[config.mk]
export PLATFORM = sky130hd
export DESIGN_NAME = dsp_pipe_arbiter
export DESIGN_NICKNAME = d
export VERILOG_FILES = /design/src/rtl/dsp_pipe_arbiter.sv
export SDC_FILE = /design/constraint.sdc
export NUM_CORES = 1
export LEC_CHECK = 0
export ABC_AREA = 0
export BUFFER_PORTS_ARGS = -buffer_cell sky130_fd_sc_hd__buf_2
export CAP_MARGIN = 20
export CORE_MARGIN = 1
export CORE_UTILIZATION = 28
export CTS_CLUSTER_DIAMETER = 200
export DETAILED_ROUTE_END_ITERATION = 10
export GPL_ROUTABILITY_DRIVEN = 0
export PLACE_DENSITY = 0.47
export SETUP_SLACK_MARGIN = 0.5
export SLEW_MARGIN = 10
export SYNTH_ARGS = -nofsm -noshare
export SYNTH_HDL_FRONTEND = slang
export SYNTH_SLANG_ARGS = --single-unit
[constraint.sdc]
create_clock -name clk -period 19.3 [get_ports clk]
set_input_delay 0.965 -clock clk [delete_from_list [all_inputs] [get_ports clk]]
set_output_delay 0.965 -clock clk [all_outputs]
set_load 0.005 [all_outputs]
[src/rtl/dsp_pipe_arbiter.sv]
// Round-robin issue of ((d+a)*b)&c from NREQ requesters into one shared pipe at II=1. Results appear 3 cycles after grant.
// There is no backpressure; flush drains the pipe to HALT. DSP_ARB_ISSUE_CNT_EN adds issue_cnt/cnt_clr.
module dsp_pipe_arbiter #(
   parameter int WIDTH = 9,
   parameter int NREQ  = 4,
   parameter int IDW   = 2
) (
   input  logic                  clk,
   input  logic                  rst,
   input  logic [NREQ-1:0]       req,
   input  logic [NREQ*WIDTH-1:0] a_in,
   input  logic [NREQ*WIDTH-1:0] b_in,
   input  logic [NREQ*WIDTH-1:0] c_in,
   input  logic [NREQ*WIDTH-1:0] d_in,
   output logic [NREQ-1:0]       gnt,
   input  logic                  flush,
`ifdef DSP_ARB_ISSUE_CNT_EN
   input  logic                  cnt_clr,
   output logic [31:0]           issue_cnt,
`endif
   output logic                  idle,
   output logic                  res_valid,
   output logic [IDW-1:0]        res_id,
   output logic [WIDTH-1:0]      result
);

   typedef enum logic [1:0] {ST_RUN, ST_DRAIN, ST_HALT} state_t;

   state_t           state;
   logic [IDW-1:0]   ptr;
   logic [IDW-1:0]   cand;
   logic [IDW-1:0]   win_idx;
   logic             win_found;
   logic             issue;

   logic [WIDTH-1:0] a_arr [NREQ];
   logic [WIDTH-1:0] b_arr [NREQ];
   logic [WIDTH-1:0] c_arr [NREQ];
   logic [WIDTH-1:0] d_arr [NREQ];
   logic [WIDTH-1:0] sum;
   logic [WIDTH-1:0] prod;
   logic [WIDTH-1:0] op_dat;

   logic             s0_vld, s1_vld;
   logic [IDW-1:0]   s0_id, s1_id;
   logic [WIDTH-1:0] s0_dat, s1_dat;

   for (genvar g = 0; g < NREQ; g++) begin : g_unpack
      assign a_arr[g] = a_in[g*WIDTH +: WIDTH];
      assign b_arr[g] = b_in[g*WIDTH +: WIDTH];
      assign c_arr[g] = c_in[g*WIDTH +: WIDTH];
      assign d_arr[g] = d_in[g*WIDTH +: WIDTH];
   end

   // Search starts one past the last winner so every requester gets a turn.
   always_comb begin
      win_found = 1'b0;
      win_idx   = '0;
      cand      = '0;
      for (int k = 1; k <= NREQ; k++) begin
         cand = IDW'((int'(ptr) + k) % NREQ);
         if (!win_found && req[cand]) begin
            win_found = 1'b1;
            win_idx   = cand;
         end
      end
   end

   always_comb begin
      gnt = '0;
      if (win_found && state == ST_RUN && !rst)
         gnt[win_idx] = 1'b1;
   end

   assign issue  = |gnt;
   assign sum    = d_arr[win_idx] + a_arr[win_idx];
   assign prod   = sum * b_arr[win_idx];
   assign op_dat = prod & c_arr[win_idx];

   always_ff @(posedge clk or posedge rst) begin
      if (rst) begin
         s0_vld    <= 1'b0;
         s0_id     <= '0;
         s0_dat    <= '0;
         s1_vld    <= 1'b0;
         s1_id     <= '0;
         s1_dat    <= '0;
         res_valid <= 1'b0;
         res_id    <= '0;
         result    <= '0;
         ptr       <= IDW'(NREQ - 1);
      end else begin
         s0_vld    <= issue;
         s0_id     <= win_idx;
         s0_dat    <= op_dat;
         s1_vld    <= s0_vld;
         s1_id     <= s0_id;
         s1_dat    <= s0_dat;
         res_valid <= s1_vld;
         // Output register only loads real ops so result/res_id hold across bubbles.
         if (s1_vld) begin
            res_id <= s1_id;
            result <= s1_dat;
         end
         if (issue)
            ptr <= win_idx;
      end
   end

   always_ff @(posedge clk or posedge rst) begin
      if (rst) begin
         state <= ST_RUN;
      end else begin
         case (state)
            ST_RUN:   if (flush) state <= ST_DRAIN;
            // The last stage empties on this edge, so the pipe is clear once s0/s1 are.
            ST_DRAIN: if (!s0_vld && !s1_vld) state <= ST_HALT;
            ST_HALT:  if (!flush) state <= ST_RUN;
            default:  state <= ST_RUN;
         endcase
      end
   end

   assign idle = (state == ST_HALT) ||
                 (state == ST_RUN && !s0_vld && !s1_vld && !res_valid && !flush);

`ifdef DSP_ARB_ISSUE_CNT_EN
   always_ff @(posedge clk or posedge rst) begin
      if (rst)
         issue_cnt <= '0;
      else if (cnt_clr)
         issue_cnt <= '0;
      else if (issue)
         issue_cnt <= issue_cnt + 32'd1;
   end
`endif

endmodule

# After elaboration in Yosys (flattened, before gate mapping)
# Cells that the tools add are included.
[word_totals]
wordCells = 89
ff_bits = 40
output_inout_bits = 17
[classes]
reduce_logical = 23
order_cmp = 7
n_mul = 1
n_eq_ne = 5
muxes = 35
n_bitwise = 2
add_sub_neg = 5
[op_table]
columns = ["cell", "n"]
rows = [
  ["$bmux W9 S2", 4],
  ["$mux W9", 8],
  ["$lt A2 B3 Y1 const B", 5],
  ["$mux W2", 7],
  ["$logic_and A1 B1 Y1", 11],
  ["$add A9 B9 Y9", 1],
  ["$and A9 B9 Y9", 1],
  ["$mul A9 B9 Y9", 1],
  ["$mux W1", 9],
  ["$bmux W1 S2", 4],
  ["$logic_not A1 Y1", 8],
  ["$ne A2 B2 Y1 const B", 3],
  ["$pmux W2 S3", 1],
  ["$add A2 B1 Y2 const B", 2],
  ["$add A2 B2 Y2 const B", 2],
  ["$mux W4", 1],
  ["$reduce_or A4 Y1", 1],
  ["$ge A3 B3 Y1 const B", 1],
  ["$not A2 Y3", 1],
  ["$reduce_and A3 Y1", 1],
  ["$demux W1 S2", 1],
  ["$eq A2 B1 Y1 const B", 1],
  ["$eq A2 B2 Y1 const B", 1],
  ["$ge A2 B1 Y1 const B", 1],
  ["other kinds (2)", 2],
]

# Longest topological paths before layout
[depth]
ltp_word = 20
depth_mapped = 35
depth_no_buf = 31

# Least setup slack after synthesis
# OpenSTA, ideal clock, no wires.
[synth_path]
path_type = "input-to-reg"
start = "input port req[1]"
end = "register s0_dat[8]"
setup_slack_ps = 11341
arrival_ps = 7879
stages = 33
required_ps = 19221
path_cell_list = "buf_4 > nor2_2 > o22ai_2 > nor2_8 > buf_8 > buf_2 > buf_2 > buf_2 > mux2i_1 > a21oi_1 > ha_1 > inv_1 > fa_1 > nor2b_1 > o21ai_0 > a21boi_0 > o21ai_0 > a2bb2oi_1 > nand2_1 > fa_1 > fa_1 > inv_1 > fa_1 > inv_1 > fa_1 > inv_1 > ha_1 > a21oi_1 > xnor2_1 > xnor2_1 > xnor3_1 > xnor3_1 > mux2i_1"
[synth_between]
elab_chain_cells = 19
elab_cells_between_ends = 37
classes_between = "add/sub: 1; mul: 1; mux: 27; bitwise: 2; reduce/logical: 6"
[synth_rtl]
columns = ["item", "line", "text"]
rows = [
  ["start: declaration", "10", "input logic [NREQ-1:0] req,"],
  ["$bmux W1 S2", "62", "if (!win_found && req[cand]) begin"],
  ["$mux W1 (implied by the code)", "62", ""],
  ["$mux W1", "62", ""],
  ["$logic_not A1 Y1", "62", ""],
  ["$logic_and A1 B1 Y1", "62", ""],
  ["$mux W1", "62", ""],
  ["$logic_not A1 Y1", "62", ""],
  ["$logic_and A1 B1 Y1", "62", ""],
  ["(+4 left out)", "-", ""],
  ["via win_idx[1]", "32", "logic [IDW-1:0] win_idx;"],
  ["$not A2 Y3 (implied by the code) *", "76, 77, 78", ""],
  ["$bmux W9 S2", "76", "assign sum = d_arr[win_idx] + a_arr[win_idx];"],
  ["$mux W9 (implied by the code) (2 in series)", "76", ""],
  ["$add A9 B9 Y9", "76", ""],
  ["$mul A9 B9 Y9", "77", "assign prod = sum * b_arr[win_idx];"],
  ["$and A9 B9 Y9 *", "78", "assign op_dat = prod & c_arr[win_idx];"],
  ["via op_dat[8]", "42", "logic [WIDTH-1:0] op_dat;"],
  ["end signal: assignment", "95", "s0_dat <= op_dat;"],
  ["end: declaration", "46", "logic [WIDTH-1:0] s0_dat, s1_dat;"],
]
# The timed path passes the listed nets; every way through them passes the cells marked *. The select of a mux whose other input is x is not followed.
# A chain may end at the register's enable or synchronous reset.

# Worst setup path after layout
[layout_path]
start = "input port req[3]"
end = "register s0_dat[8]"
[layout_between]
elab_chain_cells = 19
elab_cells_between_ends = 37
classes_between = "add/sub: 1; mul: 1; mux: 27; bitwise: 2; reduce/logical: 6"
[layout_rtl]
columns = ["item", "line"]
rows = [
  ["$bmux W1 S2", "62"],
  ["$mux W1 (implied by the code)", "62"],
  ["$mux W1", "62"],
  ["$logic_not A1 Y1", "62"],
  ["$logic_and A1 B1 Y1", "62"],
  ["$mux W1", "62"],
  ["$logic_not A1 Y1", "62"],
  ["$logic_and A1 B1 Y1", "62"],
  ["(+3 left out)", "-"],
  ["$mux W2 *", "62"],
  ["$not A2 Y3 (implied by the code) *", "76, 77, 78"],
  ["$bmux W9 S2", "76"],
  ["$mux W9 (implied by the code) (2 in series)", "76"],
  ["$add A9 B9 Y9", "76"],
  ["$mul A9 B9 Y9", "77"],
  ["$and A9 B9 Y9 *", "78"],
  ["via op_dat[8]", "42"],
]
# Marks and branches as above.

==> run summary <==
Max-Cap Viols = 0
Worst EP required = 19500 ps
Min Tclk post-route = 8270 ps
Top_reg_cell synth = dfrtp_1
Clock root cell = clkbuf_16
H-tree depth = 2
DR vias/cell = 4.70
Fin util = 37.5%
Fill cells = 1451
Startpoint Class = primary input
Async S/R FF share, synth = 100%
Leading area contributor after synthesis = dfrtp_1
Most area-consuming cells after synthesis = dfrtp_1 23%, fa_1 9.2%, mux2i_1 9.2%
I/O Buffers = 167
Post-synthesis instance total = 430
Clock insertion delay at the later pin of the skew report = 280 ps
Largest net degree at the start of global routing = 41
Clock Skew = 4.87 ps
Worst Tran Pin Value = 741 ps
Crit end category = flip-flop
CP Max Fanout = 28
Core Rows = 43
Sequential element share of the synthesized area = 24.4%
Grt met3 use = 1.66%
Synth Area per Inst = 9.57 um^2
Hold Path Class = flip-flop to flip-flop
Number of global-route vias before repair = 3709
Layout area overhead = 28.4%
DRC viols = 0
Met2 usage = 28.1%
Layout Cells excl Fill = 772
CTS buffer count = 5
Total Nets Final = 786
Clock tree from TritonCTS = built
Sink Count = 40
Worst hold margin = 345 ps
Syn Nets = 625
Die Width = 123 um
Max-slew violations = 0
CP Class = primary input to flip-flop
# Post-CTS Setup Buffers = 0
Number of synthesized flops with an enable pin = 0
Total core area = 0.0141 mm^2
Status = finished, final reports clean
1st-iter DRT viols = 146
Max_slew headroom = 49.2%
Final-report hold violation count = 0
Slowest cell on crit path = inv_1
Die area = 0.0152 mm^2
Most numerous cell in the Yosys netlist = inv_1
Crit-path max cell delay = 590 ps
Die Y = 123 um
Post-synth top area share = 23.1%
# IOs = 168
Period utilization = 42.9%
1st-pass router iterations = 4
Yosys reg bits = 40
Share of cells above drive strength 1 = 38.5%
WP data arrival = 8480 ps
Reg clk slew, reported paths = 60 ps
R2R Setup Slk = 11260 ps
Post-CTS sizing = 0
Final setup TNS = 0 ps
Grt peak-use layer = met2
DP Cell Count = 764
Initial Utilization = 29.2%
GR Overflow Total = 0
Synth Cell Area = 0.00412 mm^2
Global-route usage over all layers = 15.0%
Global-route wire length before repair = 17.6 mm
Met1 Use GR = 18.2%
Final setup viols = 0
RSZ-0062 raised after global routing = false
Longest Clk Path Bufs = 2
Top post-synthesis cells by count = 44 x inv_1, 40 x nand2_1, 38 x dfrtp_1, 38 x mux2i_1, 37 x nor2_1
DP HPWL = 9.32 mm
Inserted Diodes = 0
Total routed wirelength = 11.1 mm
Distinct cells, synth = 60
Hold-fix buffers at CTS = 0
Initial antenna violation count = 0
Antenna Violating Nets Remaining = 0
Fmax = 121 MHz
Ys Warns = 0
Routed length per instance = 14.4 um
Vias = 3632
## stage by stage
step	setup slack [ps]	cell area [um^2]
floorplan	11340	4120
global placement	10960	5100
detailed placement	10660	5100
CTS	10930	5280
global route	10380	5280
finish	11030	5280
## layout by cell type, fill, tap and decap left out, types with 2 or more instances in the layout
cell type	count
buf_4	3
mux2i_2	2
ha_1	25
a21oi_1	23
a211oi_1	3
nand2b_1	5
mux2_2	30
dfrtp_1	38
xor2_1	2
nor3_1	4
nand2_1	40
fa_1	19
a21o_1	3
and3_1	3
buf_2	167
mux4_1	2
mux4_2	5
o21ai_0	11
dfstp_2	2
and2_1	13
inv_1	44
o211ai_1	2
nand3_1	6
clkbuf_8	2
o22a_1	2
xnor2_1	15
nor2_1	37
or3_1	2
clkbuf_16	5
xnor3_1	2
nor2b_1	8
mux2i_1	38
or2_2	2
a31oi_1	2
## cells by family after synthesis
kind of cell               after synthesis  share of synthesized area, %
AOI/OAI and AO/OA                       66                          11.2
muxes                                   77                          22.1
adders and majority gates               44                          16.8
buffers and inverters                   60                          6.41
xor gates and xnor gates                19                          4.71
and+or+nand+nor                        124                          14.3
DFF                                     40                          24.4
## state kept, by name (all words and copies together), names as in the netlist
signal	cells
s1_dat	9
s1_vld	1
s0_dat	9
res_id	2
result	9
ptr	2
state	2
res_valid	1
s0_id	2
s1_id	2
s0_vld	1
## worst max-delay path, delay by kind of cell
family / cells / cell delay (ps)
buffers and inverters: 7 / 1310
AO/OA/AOI/OAI: 8 / 1640
adder cells (fa/ha/maj): 7 / 2960
AND/OR/NAND/NOR: 4 / 430
XOR/XNOR: 4 / 980
multiplexers: 1 / 180
## worst paths after layout
kind                                      from             endpoint  depth (start not counted)
max in group asynchronous                  rst   ptr[0]$_DFFE_PP1P_                          3
min                        s0_dat[2]$_DFF_PP0_  s1_dat[2]$_DFF_PP0_                          0
max                                     req[3]  s0_dat[8]$_DFF_PP0_                         31
max reg2reg                 ptr[1]$_DFFE_PP1P_  s0_dat[8]$_DFF_PP0_                         29
min reg2reg                s0_dat[2]$_DFF_PP0_  s1_dat[2]$_DFF_PP0_                          0
min in group asynchronous                  rst     s0_vld$_DFF_PP0_                          3
## layout make-up
| type | count | area, um^2 | share of cell area (%) |
|---|---|---|---|
| multi-input cells | 330 | 2850 | 53.9 |
| repair buffers | 170 | 858 | 16.2 |
| inverters | 44 | 165 | 3.13 |
| clock buffers | 7 | 153 | 2.89 |
| well taps | 180 | 225 | 4.26 |
| flip-flops and latches | 40 | 1000 | 19.0 |
| clock inverters | 1 | 30.0 | 0.568 |
## per-layer routing
layer	wire [um]	vias to the layer above
li1	-	1795
met1	4830	1690
met2	5470	140
met3	686	7
met4	96	0
met5	0	-
Power is left out: the tool's default activity adds up to more than one toggle a clock period on the data nets, which glitch-free logic cannot reach.
